$ cat src/rtl/interval_timer_pkg.sv
// Shared definitions for the interval timer: state encoding and default sizing.
package interval_timer_pkg;

    localparam logic TIMER_IDLE = 1'b0;
    localparam logic TIMER_RUN  = 1'b1;

    localparam int unsigned DEFAULT_PRESCALE     = 4;
    localparam int unsigned DEFAULT_PERIOD_WIDTH = 16;

    typedef enum logic {
        StIdle = TIMER_IDLE,
        StRun  = TIMER_RUN
    } timer_state_e;

endpackage

$ cat src/rtl/interval_timer_tick_prescaler.sv
// Divides clk into a one-cycle tick every PRESCALE enabled cycles.
module interval_timer_tick_prescaler
    import interval_timer_pkg::*;
#(
    parameter int unsigned PRESCALE = DEFAULT_PRESCALE,
    parameter int unsigned PS_WIDTH = $clog2(PRESCALE + 1)
) (
    input  logic clk,
    input  logic reset,
    input  logic clear,
    input  logic enable,
    output logic tick
);

    logic [PS_WIDTH-1:0] count_q;
    logic                at_wrap;

    assign at_wrap = (count_q == PS_WIDTH'(PRESCALE - 1));
    assign tick    = at_wrap && enable;

    always_ff @(posedge clk or negedge reset) begin
        if (!reset) begin
            count_q <= '0;
        end else if (clear) begin
            count_q <= '0;
        end else if (enable) begin
            count_q <= at_wrap ? '0 : count_q + PS_WIDTH'(1);
        end
    end

endmodule

$ cat src/rtl/interval_timer.sv
// Programmable one-shot / periodic interval timer on a prescaled tick with a
// valid/ready start handshake and a registered single-cycle expire pulse.
module interval_timer
    import interval_timer_pkg::*;
#(
    parameter int unsigned PRESCALE     = DEFAULT_PRESCALE,
    parameter int unsigned PERIOD_WIDTH = DEFAULT_PERIOD_WIDTH,
    parameter int unsigned PS_WIDTH     = $clog2(PRESCALE + 1)
) (
    input  logic                    clk,
    input  logic                    reset,
    input  logic                    start_valid,
    output logic                    start_ready,
    input  logic [PERIOD_WIDTH-1:0] start_period,
    input  logic                    start_periodic,
    input  logic                    stop,
    output logic                    busy,
    output logic                    expire,
    output logic [PERIOD_WIDTH-1:0] remaining
);

    timer_state_e            state_q;
    logic [PERIOD_WIDTH-1:0] remaining_q;
    logic [PERIOD_WIDTH-1:0] period_q;
    logic                    periodic_q;
    logic                    expire_q;

    logic                    accept;
    logic                    abort;
    logic                    tick;
    logic [PERIOD_WIDTH-1:0] load_period;

    assign accept      = (state_q == StIdle) && start_valid;
    assign abort       = (state_q == StRun) && stop;
    // A zero period would never expire; run it as a single tick instead.
    assign load_period = (start_period == '0) ? PERIOD_WIDTH'(1) : start_period;

    interval_timer_tick_prescaler #(
        .PRESCALE (PRESCALE),
        .PS_WIDTH (PS_WIDTH)
    ) u_prescaler (
        .clk    (clk),
        .reset  (reset),
        .clear  (accept || abort),
        .enable (state_q == StRun),
        .tick   (tick)
    );

    always_ff @(posedge clk or negedge reset) begin
        if (!reset) begin
            state_q     <= StIdle;
            remaining_q <= '0;
            period_q    <= '0;
            periodic_q  <= 1'b0;
            expire_q    <= 1'b0;
        end else begin
            expire_q <= 1'b0;
            unique case (state_q)
                StIdle: begin
                    if (start_valid) begin
                        state_q     <= StRun;
                        remaining_q <= load_period;
                        period_q    <= load_period;
                        periodic_q  <= start_periodic;
                    end
                end
                StRun: begin
                    // Stop takes priority, even over the terminal tick.
                    if (stop) begin
                        state_q     <= StIdle;
                        remaining_q <= '0;
                    end else if (tick) begin
                        if (remaining_q > PERIOD_WIDTH'(1)) begin
                            remaining_q <= remaining_q - PERIOD_WIDTH'(1);
                        end else begin
                            expire_q <= 1'b1;
                            if (periodic_q) begin
                                remaining_q <= period_q;
                            end else begin
                                state_q     <= StIdle;
                                remaining_q <= '0;
                            end
                        end
                    end
                end
                default: state_q <= StIdle;
            endcase
        end
    end

    assign start_ready = (state_q == StIdle);
    assign busy        = (state_q == StRun);
    assign expire      = expire_q;
    assign remaining   = remaining_q;

endmodule

$ cat config.mk
export PLATFORM = sky130hd
export DESIGN_NAME = interval_timer
export DESIGN_NICKNAME = d
export VERILOG_FILES = /design/src/rtl/interval_timer_pkg.sv /design/src/rtl/interval_timer_tick_prescaler.sv /design/src/rtl/interval_timer.sv
export SDC_FILE = /design/constraint.sdc
export NUM_CORES = 1
export LEC_CHECK = 0
export BUFFER_PORTS_ARGS = -buffer_cell sky130_fd_sc_hd__buf_2
export CAP_MARGIN = 0
export CORE_UTILIZATION = 35
export DETAILED_ROUTE_END_ITERATION = 12
export GPL_ROUTABILITY_DRIVEN = 0
export MAX_ROUTING_LAYER = met4
export PLACE_DENSITY = 0.68
export SKIP_CTS_REPAIR_TIMING = 1
export SKIP_LAST_GASP = 1
export SLEW_MARGIN = 20
export SYNTH_ARGS = -nofsm -noshare
export SYNTH_HDL_FRONTEND = slang
export SYNTH_SLANG_ARGS = --single-unit
$ cat constraint.sdc
create_clock -name clk -period 2.2 [get_ports clk]
set_input_delay 0 -clock clk [delete_from_list [all_inputs] [get_ports clk]]
set_output_delay 0 -clock clk [all_outputs]
set_load 0.02 [all_outputs]
==> results.cfg, run 1 <==
[power_and_ir_drop]
swShare = 0.3637
p_clk_frac = 0.241
p_per_area_nw_per_um2 = 863.4
p_int_mw = 1.494
switching_power_mw = 0.8541
irDropWorstVdd_mv = 0.4853
p_comb_frac = 0.349
p_leak_nw = 1.287
seqPwrFrac = 0.410

[detailed_routing]
wl_mm = 5.955
drtIter0Drc = 130
viasPerCell = 5.313
vias = 2019
drc_errors = 0
drt_pass1_iterations = 5
wl_per_cell_um = 15.67
antenna_left = 0

[clock_tree]
cts_tree = built
clk_latency_ns = 0.29
numCtsBuffers = 5
cts_buffer_depth = 2
cts_root_buf = clkbuf_8
clk_pin_slew_ns = 0.08
cts.sinks = 38
h-tree-depth = 2

[global_route]
antenna_found_initial = 0
grt_first_pass_wirelength_mm = 9.673
grt_pass1_vias = 1919
grt_max_degree = 39
grt_overflow = 0
gr-usage-all-layers = 0.2083

[yosys]
synth_area_leaders = dfrtp_1 (45%), nand2_1 (11%), xor2_1 (3.3%)
ys_async_sr_fraction = 1.000
synth_common_cells = nand2_1 (65), dfrtp_1 (38), clkbuf_1 (10), nor2_1 (10)
synth_seq_area_share = 0.4478
synth_edf_count = 0
yosys_warnings = 0
synth-seq-cells = 38
synth_most_common_cell = nand2_1
synth_flop_cell = dfrtp_1
synth.distinct_cells = 46
yosysTopAreaCell = dfrtp_1
yosys.area.top_type_share = 0.4478
netlist_area_um2 = 2123
synthesis.nets = 264
netlist_instances = 240
syn_avg_cell_area_um2 = 8.847

[sta]
slew_headroom = 0.4259
worst_slew_pin_slew_ns = 0.8611
setup_slack_ns = 0.1232
min_period_over_period = 0.9440
fmax_mhz = 481.5
rsz0062_at_grt = no
hold_viol = 0
slew_violations = 0
period_needed_ns = 2.077
skew_ns = 0.004215
setup_viol = 0
fin_tns_setup_ns = 0

[worst_setup_path]
slowest_stage = or4_4
crit_arrival_ns = 2.25
path_class = register to register
crit_chain = or4_4 > nor2_4 > and3_2 > buf_4 > a211oi_1 > a221o_1
crit_fanout = 10
critPathMaxStageDelay_ns = 0.58
required_ns = 2.38
endpoint_kind = register
start_kind = register

[status]
status = complete, no violations

[finish]
fillers = 579
final_nets = 328
drive_above_1_share = 0.2328
diodes = 0
final-seq-area_um2 = 950.9
multi_input_area_um2 = 1075
syn_to_final_growth_pct = 28.11

[floorplanning]
die_area_um2 = 6382
coreArea_um2 = 5886
initial_core_util = 0.3608
ios = 40
num_rows = 28
die_width_um = 79.89
fp.dieH_um = 79.89

[place]
dp_hpwl_mm = 4.220
pre_cts_ws_ns = 0.09278
port_buffers = 39

[min_path]
hold_path_class = primary input to register

[flow_run]
drv_cap = 0
[placed cells by master (no fill, tap or decap), types with 2 or more instances in the layout]
master         count
a221o_1            2
a21boi_0           4
or3_1              3
inv_1              8
ha_1               3
nand2_1           65
o221ai_1           3
nand3_1            6
or4_1              2
o31ai_1            5
nand2b_1           4
buf_4             14
nor2b_1            4
o21ai_0            6
a21oi_1            4
clkbuf_8           8
buf_2             39
nor4_1             8
xor2_1             8
o211ai_1           5
mux2_2             5
nand4_1            4
nor3_1             8
a22oi_1            3
dfrtp_1           38
dlygate4sd3_1     16
nor2_1            10
[metal layers]
metal | routed length, um | part of all wire | GRT usage | vias up
li1 | - | - | - | 981
met1 | 2844 | 0.48 | 0.2916 | 949
met2 | 2596 | 0.44 | 0.2991 | 78
met3 | 403 | 0.068 | 0.04343 | 11
met4 | 110 | 0.018 | 0.06786 | 0
met5 | 0 | 0 | - | -
[sequential cells by signal, indices dropped and copies added (netlist names)]
name	flops
u_prescaler.count_q	3
periodic_q	1
busy	1
period_q	16
expire	1
remaining	16
[power groups by stage]
stage,Clock [mW],Sequential (mW),Combinational (mW)
6_report,0.567,0.962,0.819
5_1_grt,0.612,0.981,0.904
4_1_cts,0.581,0.959,0.796
3_5_place_dp,0,0.973,0.790
3_3_place_gp,0,0.971,0.781
2_1_floorplan,0,1.00,0.467
[worst paths after layout]
kind / from / to / slack [ns] / cells after the start
hold reg to reg: period_q[6] / period_q[6] / 0.48 / 2
setup reg to reg: remaining[7] / remaining[12] / 0.12 / 6
max in group asynchronous: reset / remaining[4] / 1.31 / 2
setup / recovery: remaining[7] / remaining[12] / 0.12 / 6
hold / removal: start_period[15] / period_q[15] / 0.03 / 3
min in group asynchronous: reset / period_q[8] / 0.35 / 2
[cell type report]
type | count | area share
multi-input cells | 182 | 0.3951
flip-flops and latches | 38 | 0.3496
repair buffers | 69 | 0.1693
clock buffers | 8 | 0.04048
well taps | 75 | 0.03450
inverters | 8 | 0.01104
[per-stage QoR]
step	std cells	hold slack [ns]	power [mW]	area, um^2	utilization
final	380	0.02842	2.348	2720	0.4622
after global routing	380	0.02717	2.497	2720	0.4622
after CTS	364	-0.1520	2.335	2559	0.4347
after detailed placement	356	0.1682	1.764	2449	0.4160
after global placement	356	0.1600	1.752	2449	0.4160
after floorplan	240	-0.2956	1.469	2123	-
[logic make-up (layout without fill, tap and decap cells)]
logic type	Yosys count	count (layout)	synth area share
adders and majority gates	3	3	0.01768
muxes	6	6	0.03123
xor gates and xnor gates	9	9	0.03713
and+or+nand+nor	122	122	0.2752
AOI/OAI and AO/OA	42	42	0.1444
buffers and inverters	20	85	0.04656
DFF	38	38	0.4478
[worst max-delay path: cells and delay by family (launching register included)]
family	cells	cell delay (ns)
AOI/OAI and AO/OA	2	0.35
buffers and inverters	1	0.21
DFF	1	0.44
and+or+nand+nor	3	0.98
No activity file was read; power rests on OpenSTA's default activity.
==> run 2: changes to the inputs <==
Clock period 2.2 ns to 1.8 ns, I/O delays scaled along.
==> results.cfg, run 2 (synthesis gave the netlist of run 1 again) <==
[power_and_ir_drop]
irDropWorstVdd_mv = 0.4346
p_leak_nw = 1.392
p_per_area_nw_per_um2 = 1018

[global_route]
grt_pass1_vias = 1941
antenna_found_initial = 0
grt_overflow = 0
grt_first_pass_wirelength_mm = 9.673
grt_max_degree = 26
gr-usage-all-layers = 0.2063

[floorplanning]
initial_core_util = 0.3608
num_rows = 28
ios = 40
fp.dieH_um = 79.89
coreArea_um2 = 5886
die_width_um = 79.89
die_area_um2 = 6382

[sta]
skew_ns = 0.006948
slew_headroom = 0.6343
min_period_over_period = 1.103
slew_violations = 0
fin_tns_setup_ns = -1.945
setup_slack_ns = -0.1847
setup_viol = 16
period_needed_ns = 1.985
fmax_mhz = 503.9
worst_slew_pin_slew_ns = 0.5486
rsz0062_at_grt = yes
hold_viol = 3
hold_slack_ns = -0.03962

[min_path]
hold_path_class = primary input to register

[clock_tree]
clk_pin_slew_ns = 0.08
clk_latency_ns = 0.29
h-tree-depth = 2
numCtsBuffers = 5
cts_root_buf = clkbuf_8
cts_buffer_depth = 2
cts.sinks = 38
cts_tree = built

[finish]
diodes = 0
final-seq-area_um2 = 955.9
fillers = 550
final_common_cell = nand2_1
layout_common_cells = nand2_1 (65), buf_2 (39), dfrtp_1 (34), buf_4 (32), dlygate4sd3_1 (12)
drive_above_1_share = 0.3282
multi_input_area_um2 = 1160
syn_to_final_growth_pct = 39.07
final_nets = 346
fin_cells = 398

[worst_setup_path]
crit_family = simple AND/OR/NAND/NOR gates
crit_fanout = 8
crit_arrival_ns = 2.19
endpoint_kind = register
path_class = register to register
start_kind = register
cp_num_buf_inv = 0
required_ns = 2.00
crit_chain = or4_4 > nor2_4 > and3_4 > mux2_4 > o211ai_1
critPathMaxStageDelay_ns = 0.57
slowest_stage = or4_4

[detailed_routing]
antenna_left = 0
vias = 2174
drtIter0Drc = 178
wl_per_cell_um = 15.82
drc_errors = 0
drt_pass1_iterations = 5
wl_mm = 6.298
viasPerCell = 5.462

[flow_run]
drv_cap = 0

[status]
status = finished with violations
violations = hold timing, setup timing

[place]
dp_cells = 376
port_buffers = 39
dp_hpwl_mm = 4.500
## run 2: cell types whose count changed in the layout (fill, tap and decap cells not counted), moves of 2 or more
cell	delta
dfrtp_2	+4
o221ai_2	+3
clkbuf_8	-2
buf_6	+2
dlygate4sd3_1	-4
buf_4	+18
mux2_2	-4
mux2_4	+4
dfrtp_1	-4
o221ai_1	-3
buf_12	+2
## run 2: cell type report
type / instances / share of cell area
multi-input cells: 182 / 0.3928
flip-flops and latches: 38 / 0.3237
repair buffers: 87 / 0.2093
well taps: 75 / 0.03178
clock buffers: 6 / 0.02797
inverters: 8 / 0.01017
clock inverters: 2 / 0.004237
## run 2: tightest hold or removal path, cell delays in order
cell and delay (ns):
buf_2 0.11, nand2_1 0.05, nand2_1 0.05
## run 2: path summary, 6_finish.rpt
| check | start | end | slack, ns | depth (start not counted) |
|---|---|---|---|---|
| worst max-delay path | remaining[6] | remaining[6] | -0.18 | 5 |
| worst min-delay path | start_period[13] | period_q[13] | -0.04 | 3 |
| worst max register to register | remaining[6] | remaining[6] | -0.18 | 5 |
| worst min register to register | period_q[5] | period_q[5] | 0.49 | 2 |
| max in group asynchronous | reset | remaining[0] | 1.02 | 3 |
| min in group asynchronous | reset | period_q[8] | 0.23 | 2 |
## run 2: routing by layer
layer,track usage,part of all wire,vias up
met1,0.2790,0.44,1049
met5,-,0,-
met4,0.07679,0.027,0
met2,0.3085,0.46,96
li1,-,-,1011
met3,0.03657,0.071,18
## run 2: power by group
group          internal (mW)  leakage, nW  switching, mW  total [mW]
sequential              1.01        0.478          0.132        1.14
combinational          0.569        0.867          0.680        1.25
clock                  0.308       0.0472          0.308       0.616
total                   1.89         1.39           1.12        3.01
## run 2: metrics by stage
stage          setup slack (ns)  utilization  cell area, um^2  hold WS (ns)  total power, mW
6_report                -0.1847       0.5017             2953      -0.03962            3.006
5_1_grt                 -0.2379       0.5017             2953      0.002621            3.182
4_1_cts                 -0.1768       0.4668             2748       -0.2906            2.921
3_5_place_dp            -0.1586       0.4507             2653       0.01967            2.301
3_3_place_gp            -0.1190       0.4507             2653       0.01521            2.273
2_1_floorplan           -0.2997            -             2152       -0.2956            1.820
==> run 3: changes to the inputs <==
Settings changed: ABC_CLOCK_PERIOD_IN_PS from default to 1800, PLACE_DENSITY 0.68 to 0.67, SYNTH_HIERARCHICAL from default to 1.
==> results.cfg, run 3 <==
[place]
dp_hpwl_mm = 4.995
place_area_um2 = 2851
port_buffers = 39

[finish]
diodes = 0
syn_to_final_growth_pct = 54.01
layout_common_cells = nand2_1 (67), buf_4 (61), buf_2 (39), dfrtp_1 (31), dlygate4sd3_1 (15)
final_nets = 390
final_common_cell = nand2_1
drive_above_1_share = 0.4223
final_area_um2 = 3390
fillers = 497

[worst_setup_path]
crit_chain = inv_4 > ha_4 > or3b_4 > nor3_1 > xnor2_1 > mux2_2 > o21ai_0
r2r_setup_slack_ns = -0.24
path_class = register to register
crit_fanout = 8
crit_family = simple AND/OR/NAND/NOR gates
r2r_end = remaining[6]
endpoint_kind = register
critPathMaxStageDelay_ns = 0.44
required_ns = 2.00
crit_arrival_ns = 2.24
r2r_cells = 7
r2r_start = remaining[1]
cp_num_buf_inv = 1
start_kind = register
slowest_stage = dfrtp_2

[floorplanning]
coreArea_um2 = 5991
die_width_um = 81.30
fp.dieH_um = 81.30
die_area_um2 = 6610
num_rows = 28
ios = 40
initial_core_util = 0.3674

[sta]
rsz0062_at_grt = yes
period_needed_ns = 2.036
slew_violations = 0
setup_slack_ns = -0.2360
hold_slack_ns = -0.02499
skew_ns = 0.005633
worst_slew_pin_slew_ns = 0.5317
setup_viol = 17
min_period_over_period = 1.131
hold_viol = 2
fin_tns_setup_ns = -2.199
fmax_mhz = 491.1
slew_headroom = 0.6455

[detailed_routing]
wl_per_cell_um = 17.21
drtIter0Drc = 237
antenna_left = 0
vias = 2512
drt_pass1_iterations = 5
viasPerCell = 5.683
wl_mm = 7.606
drc_errors = 0

[min_path]
hp-start = start_period[12]
hold_path_class = primary input to register
whs_path_depth = 3
min_to = period_q[12]

[yosys]
ys_async_sr_fraction = 1.000
yosysTopAreaCell = dfrtp_1
synth_seq_area_share = 0.4321
netlist_area_um2 = 2201
synth_top_family_by_area = simple AND/OR/NAND/NOR gates
synth_adder_area_share = 0.01706
synth-seq-cells = 38
synthSimpleGateAreaFrac = 0.2644
synthesis.nets = 279
synth_common_cells = nand2_1 (67), dfrtp_1 (38), clkbuf_1 (14), nor2_1 (12)
synth_most_common_cell = nand2_1
synth_compound_area_frac = 0.1899
synth_area_leaders = dfrtp_1 (43%), nand2_1 (11%), nor4_1 (3.1%)
syn_avg_cell_area_um2 = 8.631
synth.distinct_cells = 49
netlist_instances = 255
muxShareOfSynthArea = 0.03013
synth_edf_count = 0
yosys_warnings = 6
yosys.area.top_type_share = 0.4321
synth_flop_cell = dfrtp_1
synth-xor-area-share = 0.02388

[flow_run]
drv_cap = 0

[power_and_ir_drop]
p_per_area_nw_per_um2 = 1086
irDropWorstVdd_mv = 0.4145
p_leak_nw = 1.565
power_mw = 3.682

[clock_tree]
cts.sinks = 38
clk_latency_ns = 0.29
cts_tree = built
clk_pin_slew_ns = 0.08
h-tree-depth = 2
cts_buffer_depth = 2
cts_root_buf = clkbuf_8
numCtsBuffers = 5

[global_route]
grt_first_pass_wirelength_mm = 10.75
grt_overflow = 0
antenna_found_initial = 0
grt_max_degree = 25
gr-usage-all-layers = 0.2211
grt_pass1_vias = 2177

[status]
status = finished with violations
violations = hold timing, setup timing
==> run 3: cell count changes after synthesis, sizes merged, moves of 4 or more <==
cell / change
a21oi: +6
a22oi: +6
xor2: -6
o21ai: +5
clkbuf: +4
nand3: -4
nand4: -4
nor4: +4
o211ai: -4
==> run 3: power breakdown <==
| part | leakage, nW | switching, mW | internal [mW] |
|---|---|---|---|
| clock network | 0.0482 | 0.304 | 0.309 |
| registers | 0.474 | 0.149 | 1.02 |
| logic | 1.04 | 0.986 | 0.910 |
==> run 3: final cells by class <==
cell class / count / area (um^2) / area share
multi-input combinational: 196 / 1364 / 0.4024
sequential: 38 / 959.7 / 0.2831
timing repair buffer: 120 / 859.6 / 0.2536
tap: 75 / 93.84 / 0.02769
clock buffer: 7 / 86.33 / 0.02547
inverter: 5 / 21.27 / 0.006275
clock inverter: 1 / 5.005 / 0.001477
==> run 3: worst min-delay path, stage by stage <==
cell     delay (ns)
buf_2          0.12
nand2_1        0.06
nand2_1        0.05
==> run 3: worst max path at each step <==
stage | slack [ns] | depth (start not counted) | start | to
after detailed placement | -0.22 | 7 | remaining[1] | remaining[3]
after floorplan | -0.26 | 5 | remaining[6] | remaining[0]
after CTS | -0.24 | 7 | remaining[1] | remaining[3]
final | -0.24 | 7 | remaining[1] | remaining[6]
after global routing | -0.29 | 7 | remaining[2] | remaining[3]
after global placement | -0.15 | 7 | remaining[1] | remaining[3]
==> run 3: routing by layer <==
layer  part of all wire  global-route usage
met1               0.41              0.2762
met2               0.49              0.3675
met3              0.078             0.03820
met4              0.024             0.05714
met5                  0                   -
==> run 3: stage by stage <==
stage | util | instances | hold slack [ns] | setup slack [ns]
finish | 0.5658 | 442 | -0.02499 | -0.2360
global route | 0.5658 | 442 | 0.003835 | -0.2939
CTS | 0.4912 | 412 | -0.3002 | -0.2399
detailed placement | 0.4760 | 404 | 0.008188 | -0.2152
global placement | 0.4760 | 404 | 0.007151 | -0.1478
floorplan | - | 255 | -0.2956 | -0.2647
==> run 3: logic make-up after synthesis <==
logic type               after synthesis
AND/OR/NAND/NOR                      122
multiplexers                           6
buffers and inverters                 21
AO/OA/AOI/OAI                         59
XOR/XNOR                               6
flip-flops                            38
adder cells (fa/ha/maj)                3
